--- src/rtl/serial_word_collector.sv ---
// serial_word_collector
//   Assembles N serial bits into a parallel word and hands it downstream with
//   a valid/ready handshake. Framing is continuous: once a frame is started,
//   every N accepted bits form one word until stop.
//
// Ports
//   clk           rising-edge clock
//   reset         synchronous, active-high reset
//   start         begin a new frame (clears any partial word, latches dir)
//   stop          abort to IDLE, partial word discarded
//   dir           0: first bit lands in MSB, 1: first bit lands in LSB
//   bit_valid     bit_in is presented this cycle
//   bit_in        serial data
//   word_ready    downstream accepts word_out
//   clear_overrun clears the sticky overrun flag
//   word_out      assembled word (held stable while valid and not ready)
//   word_valid    word_out holds an unconsumed word
//   overrun       sticky: a completed word was dropped
//   busy          high while collecting
//   bit_count     bits accepted in the current word, 0..N-1
module serial_word_collector #(
  parameter  int N  = 4,
  localparam int CW = $clog2(N)
) (
  input  logic          clk,
  input  logic          reset,
  input  logic          start,
  input  logic          stop,
  input  logic          dir,
  input  logic          bit_valid,
  input  logic          bit_in,
  input  logic          word_ready,
  input  logic          clear_overrun,
  output logic [N-1:0]  word_out,
  output logic          word_valid,
  output logic          overrun,
  output logic          busy,
  output logic [CW-1:0] bit_count
);

  generate
    if (N < 2) begin : g_bad_n
      $error("serial_word_collector: N must be at least 2");
    end
  endgenerate

  typedef enum logic {IDLE, COLLECT} state_t;

  state_t       state;
  logic [N-1:0] sh;
  logic         dir_lat;

  logic         accept;
  logic         last_bit;
  logic         complete;
  logic         xfer;
  logic [N-1:0] next_sh;

  // start/stop in the same cycle take precedence over the bit
  assign accept   = (state == COLLECT) && bit_valid && !start && !stop;
  assign last_bit = (bit_count == CW'(N - 1));
  assign complete = accept && last_bit;
  assign xfer     = word_valid && word_ready;
  assign next_sh  = dir_lat ? {bit_in, sh[N-1:1]} : {sh[N-2:0], bit_in};
  assign busy     = (state == COLLECT);

  always_ff @(posedge clk) begin
    if (reset) begin
      state      <= IDLE;
      sh         <= '0;
      bit_count  <= '0;
      dir_lat    <= 1'b0;
      word_out   <= '0;
      word_valid <= 1'b0;
      overrun    <= 1'b0;
    end else begin
      // framing path
      if (stop) begin
        state     <= IDLE;
        sh        <= '0;
        bit_count <= '0;
      end else if (start) begin
        state     <= COLLECT;
        sh        <= '0;
        bit_count <= '0;
        dir_lat   <= dir;
      end else if (accept) begin
        sh <= next_sh;
        if (last_bit) begin
          bit_count <= '0;
          dir_lat   <= dir;   // direction may change only on word boundaries
        end else begin
          bit_count <= bit_count + 1'b1;
        end
      end

      // output path: independent of start/stop so a pending word survives abort
      if (complete && (!word_valid || word_ready)) begin
        word_out   <= next_sh;
        word_valid <= 1'b1;
      end else if (xfer) begin
        word_valid <= 1'b0;
      end

      // set wins over clear
      if (complete && word_valid && !word_ready) overrun <= 1'b1;
      else if (clear_overrun)                    overrun <= 1'b0;
    end
  end

endmodule

--- config.mk ---
export PLATFORM = sky130hd
export DESIGN_NAME = serial_word_collector
export DESIGN_NICKNAME = d
export VERILOG_FILES = /design/src/rtl/serial_word_collector.sv
export SDC_FILE = /design/constraint.sdc
export NUM_CORES = 1
export LEC_CHECK = 0
export CAP_MARGIN = 20
export CORE_AREA = 2 2 39 41
export CTS_BUF_LIST = sky130_fd_sc_hd__clkbuf_8
export DETAILED_ROUTE_END_ITERATION = 7
export DIE_AREA = 0 0 41 43
export DONT_BUFFER_PORTS = 1
export PLACE_DENSITY = 0.67
export SLEW_MARGIN = 15
export SYNTH_ARGS = -nofsm -noshare
export SYNTH_HDL_FRONTEND = slang
export SYNTH_SLANG_ARGS = --single-unit
export TNS_END_PERCENT = 1
--- constraint.sdc ---
create_clock -name clk -period 1.5 [get_ports clk]
set_clock_uncertainty 0.05 [all_clocks]
set_input_delay 0.075 -clock clk [delete_from_list [all_inputs] [get_ports clk]]
set_output_delay 0.075 -clock clk [all_outputs]
set_load 0.01 [all_outputs]
==> results_dict.tcl, run 1 <==
set metrics [dict create \
    yosysMostFrequentCell "dfxtp_1" \
    vias 509 \
    maxSlewViolCount 0 \
    grt_pass1_vias 513 \
    synth.cell_area_um2 658 \
    cp-start-kind "flop" \
    tightest_slew_ps 359 \
    drive_gt1_frac 0.211 \
    numCtsBuffers 3 \
    crit_family "simple AND/OR/NAND/NOR gates" \
    hold_ws_ps 24.3 \
    critical_path.max_stage_delay_ps 400 \
    worst-path-buf-inv 0 \
    die_h_um 43 \
    drt_wl_total_um 1340 \
    synth-compound-area-share 0.221 \
    synth-simple-area-share 0.167 \
    ant_nets 0 \
    setup_viol 0 \
    core_um2 1380 \
    comb_power_share 0.060 \
    end_kind "flop" \
    synth_cells 64 \
    synth_flop_cell "dfxtp_1" \
    instances_no_fill 87 \
    clockBufferDepth 2 \
    period_share 0.917 \
    areaGrowthSynthToFinish_pct 16.5 \
    critPathRequiredTime_ps 1620 \
    hold_violations 0 \
    synth_fa_ha_area_frac 0.0190 \
    dp_hpwl_um 908 \
    grt_max_degree 10 \
    p_clk_frac 0.465 \
    synth.top_cell.area_share 0.426 \
    cts.repair.resized 0 \
    htree_levels 1 \
    syn_nets 74 \
    hold_class "input pin to flop" \
    power_density_nw_per_um2 1040 \
    synth_common_cells "dfxtp_1 (14), nor2_1 (9), mux2i_1 (6)" \
    path_cells "ha_1, nand3_2, or4_1, a21oi_1" \
    synth_top_family_by_area "compound AO/OA/AOI/OAI gates" \
    rsz0062_at_grt "false" \
    io_pins 18 \
    io_buffers 0 \
    fin_crit_ps 1370 \
    p_int_w 0.000631 \
    synth.distinct_cells 26 \
    drc 0 \
    tns_ps 0 \
    muxShareOfSynthArea 0.0913 \
    via_per_inst 5.85 \
    nets 82 \
    clk_pin_slew_ps 60 \
    clkLatencyLatePin_ps 240 \
    dr.pass1.iters 4 \
    synth_xor_area_frac 0 \
    start_util 0.476 \
    cts.sinks 14 \
    place_ws_ps 137 \
    cp_max_fo 3 \
    worstPathArrival_ps 1500 \
    die_x_um 41 \
    cts-root-buf "clkbuf_8" \
    cts_tree "built" \
    ys_ff_latch 14 \
    switching_share 0.210 \
    wire_per_inst_um 15.3 \
    yosysTopAreaCell "dfxtp_1" \
    grt_usage 0.178 \
    power.switching_w 0.000168 \
    drt_iter0_markers 6 \
    diodes 0 \
    async_flop_share 0 \
    ir_drop_uv 531 \
    worst_slack_ps 125 \
    antenna_found_initial 0 \
    yosysSeqAreaShare 0.426 \
    yosysWarnings 0 \
    grt-ovfl-total 0 \
    fmax_mhz 727 \
    slew_headroom 0.759 \
    synth.area.top_cells "dfxtp_1 (43%), mux2i_1 (9.1%), a211oi_2 (7.6%)" \
    grt_pass1_wl_um 2100 \
    fillCellCount 127 \
    rows 14 \
    routabilityCongestion 0.704 \
    die_area_um2 1760 \
    total_leakage_power_nw 0.256 \
    placed_cells 78 \
    synth_edf_count 0 \
    status "completed" \
    worst-setup-path-type "flop to flop" \
    cap_violations 0 \
    pwr-share-seq 0.475 \
    cts_setup_buffers 0 \
    critPathSlowestCell "dfxtp_1" \
    syn_area_per_cell_um2 10.3 \
]
state kept, by name, indices dropped and copies added (netlist names):
name / count
sh: 4
overrun: 1
word_valid: 1
word_out: 4
busy: 1
dir_lat: 1
bit_count: 2
timing repair:
action / 4_1_cts / 5_1_grt
hold buffers: 5 / 0
setup endpoints to repair: 0 / 0
hold endpoints to repair: 8 / 0
placed cells by master, fill, tap and decap left out, drive strengths merged:
master	n
a21oi	2
a211oi	8
dlygate4sd3	5
or4	1
dfxtp	14
nor3	1
nor2b	1
a31oi	1
o21ai	1
nand3	2
mux2i	6
nand2b	2
and2	1
buf	4
o41ai	1
and3b	1
a41oi	4
ha	1
or3	1
inv	1
nor2	9
clkbuf	4
power by group through the flow:
| stage | registers (W) | logic [W] | clock network [W] |
|---|---|---|---|
| 2_1_floorplan | 0.000387 | 0.0000349 | 0 |
| 3_3_place_gp | 0.000387 | 0.0000323 | 0 |
| 3_5_place_dp | 0.000387 | 0.0000328 | 0 |
| 4_1_cts | 0.000379 | 0.0000473 | 0.000375 |
| 5_1_grt | 0.000380 | 0.0000523 | 0.000386 |
| 6_report | 0.000379 | 0.0000481 | 0.000371 |
worst register-to-register path, delay by kind of cell (launching register included):
kind	cells	cell delay, ps
and+or+nand+nor	2	480
DFF	1	400
adders and majority gates	1	230
AOI/OAI and AO/OA	1	150
cell families after synthesis:
group,Yosys count
AOI/OAI and AO/OA,17
DFF,14
muxes,6
buffers and inverters,7
and+or+nand+nor,19
adders and majority gates,1
per-layer routing:
| metal | track usage | vias up | routed length [um] |
|---|---|---|---|
| li1 | - | 250 | - |
| met1 | 0.216 | 242 | 559 |
| met2 | 0.266 | 15 | 686 |
| met3 | 0.0524 | 2 | 80 |
| met4 | 0.100 | 0 | 8 |
| met5 | 0 | - | 0 |
through the flow:
step | util | instance area [um2] | total power, W
3_3_place_gp | 0.478 | 662 | 0.000419
4_1_cts | 0.554 | 767 | 0.000801
2_1_floorplan | - | 658 | 0.000422
6_report | 0.554 | 767 | 0.000798
5_1_grt | 0.554 | 767 | 0.000818
3_5_place_dp | 0.478 | 662 | 0.000420
cell type report:
type,instances,area [um2],share of cell area
clock buffers,4,55.1,0.0718
inverters,1,3.75,0.00489
multi-input cells,43,328,0.427
flip-flops and latches,14,280,0.365
well taps,16,20.0,0.0261
repair buffers,9,80.1,0.104
final timing paths:
| kind | from | endpoint | slack, ps | cells past startpoint |
|---|---|---|---|---|
| max | bit_count[1]$_SDFFE_PP0P_ | overrun$_SDFFE_PP0P_ | 130 | 4 |
| max reg2reg | bit_count[1]$_SDFFE_PP0P_ | overrun$_SDFFE_PP0P_ | 130 | 4 |
| min | word_ready | word_valid$_SDFFE_PP0P_ | 20 | 2 |
| min reg2reg | sh[0]$_SDFFE_PP0P_ | sh[0]$_SDFFE_PP0P_ | 480 | 2 |
(Power assumes the default switching activity.)
==> run 2: changes to the inputs <==
--- a/config.mk
+++ b/config.mk
@@ -6,12 +6,12 @@
 export NUM_CORES = 1
 export LEC_CHECK = 0
 export CAP_MARGIN = 20
-export CORE_AREA = 2 2 39 41
+export CORE_MARGIN = 2
+export CORE_UTILIZATION = 35
 export CTS_BUF_LIST = sky130_fd_sc_hd__clkbuf_8
 export DETAILED_ROUTE_END_ITERATION = 7
-export DIE_AREA = 0 0 41 43
 export DONT_BUFFER_PORTS = 1
-export PLACE_DENSITY = 0.67
+export PLACE_DENSITY = 0.52
 export SLEW_MARGIN = 15
 export SYNTH_ARGS = -nofsm -noshare
 export SYNTH_HDL_FRONTEND = slang
==> results_dict.tcl, run 2 (synthesized netlist as in run 1, its figures left out) <==
set metrics [dict create \
    hold_class "input pin to flop" \
    drc 0 \
    fillCellCount 187 \
    cts.repair.resized 0 \
    cts-root-buf "clkbuf_8" \
    cts.sinks 14 \
    cts_hold_buf 5 \
    tightest_slew_ps 359 \
    grt-ovfl-total 0 \
    drt_wl_total_um 1280 \
    diodes 0 \
    dr.pass1.iters 3 \
    wire_per_inst_um 13.5 \
    clockBufferDepth 2 \
    instances_no_fill 95 \
    start_util 0.377 \
    tns_ps 0 \
    drive_gt1_frac 0.200 \
    clk_pin_slew_ps 50 \
    numCtsBuffers 3 \
    die_h_um 47.4 \
    vias 503 \
    final_common_cell "dfxtp_1" \
    antenna_found_initial 0 \
    grt_pass1_vias 435 \
    cp_max_fo 3 \
    routabilityCongestion 0.753 \
    ir_drop_uv 604 \
    cp-start-kind "flop" \
    via_per_inst 5.29 \
    hold_ws_ps 26.6 \
    slew_headroom 0.760 \
    fin_util 0.438 \
    rsz0062_at_grt "false" \
    final_cell_mix "dfxtp_1 (14), nor2_1 (9), mux2i_1 (6)" \
    die_x_um 47.4 \
    status "completed" \
    htree_levels 1 \
    cts_setup_buffers 0 \
    die_area_um2 2240 \
    placed_cells 87 \
    period_share 0.890 \
    total_leakage_power_nw 0.249 \
    ant_nets 0 \
    fmax_mhz 749 \
    setup_viol 0 \
    grt_max_degree 10 \
    io_pins 18 \
    io_buffers 0 \
    critPathRequiredTime_ps 1620 \
    hold_violations 0 \
    top_regs "sh: 4 flops, word_out: 4 flops, bit_count: 2 flops" \
    dp_hpwl_um 920 \
    fin_crit_ps 1340 \
    nets 82 \
    core_um2 1750 \
    cap_violations 0 \
    drt_iter0_markers 13 \
    end_kind "flop" \
    grt_usage 0.138 \
    power_density_nw_per_um2 947 \
    grt_pass1_wl_um 2070 \
    worst-setup-path-type "flop to flop" \
    maxSlewViolCount 0 \
    cts_tree "built" \
    worstPathArrival_ps 1460 \
    clkLatencyLatePin_ps 240 \
    rows 15 \
    areaGrowthSynthToFinish_pct 16.2 \
]
[run 2: changes by cell type in the layout (fill, tap and decap cells not counted)]
cell,delta
clkbuf_8,-1
[run 2: worst paths after layout]
kind	startpoint	end	slack, ps	cells past startpoint
min	bit_valid	overrun$_SDFFE_PP0P_	30	3
max reg2reg	bit_count[1]$_SDFFE_PP0P_	overrun$_SDFFE_PP0P_	160	4
min reg2reg	overrun$_SDFFE_PP0P_	overrun$_SDFFE_PP0P_	470	2
max	bit_count[1]$_SDFFE_PP0P_	overrun$_SDFFE_PP0P_	160	4
[run 2: cell type report]
type                            count  area (um2)  share of cell area
Multi-Input combinational cell     43         328               0.429
Timing Repair Buffer                9        80.1               0.105
Inverter                            1        3.75             0.00491
Tap cell                           25        31.3              0.0409
Clock buffer                        3        41.3              0.0540
Sequential cell                    14         280               0.367
[run 2: critical path, stage by stage (launching register included)]
cell and delay, ps:
dfxtp_1 390, ha_1 220, nand3_2 80, or4_1 400, a21oi_1 130
[run 2: through the flow]
stage	instance area (um2)	total power [W]	setup WS, ps
3_5_place_dp	673	0.000420	172
4_1_cts	764	0.000740	153
6_report	764	0.000724	165
5_1_grt	764	0.000758	98.2
2_1_floorplan	658	0.000422	129
3_3_place_gp	673	0.000420	181
[run 2: report_power, final]
part / internal [W] / total, W / switching [W]
Sequential: 0.000376 / 0.000379 / 0.00000363
Combinational: 0.0000229 / 0.0000475 / 0.0000246
Clock: 0.000177 / 0.000297 / 0.000120
Total: 0.000576 / 0.000724 / 0.000148
[run 2: per-layer routing]
metal / share of wire / up-vias / wire (um) / track usage
li1: - / 255 / - / -
met1: 0.47 / 236 / 606 / 0.177
met2: 0.47 / 10 / 601 / 0.203
met3: 0.050 / 2 / 64 / 0.0615
met4: 0.0047 / 0 / 6 / 0.0500
met5: 0 / - / 0 / 0
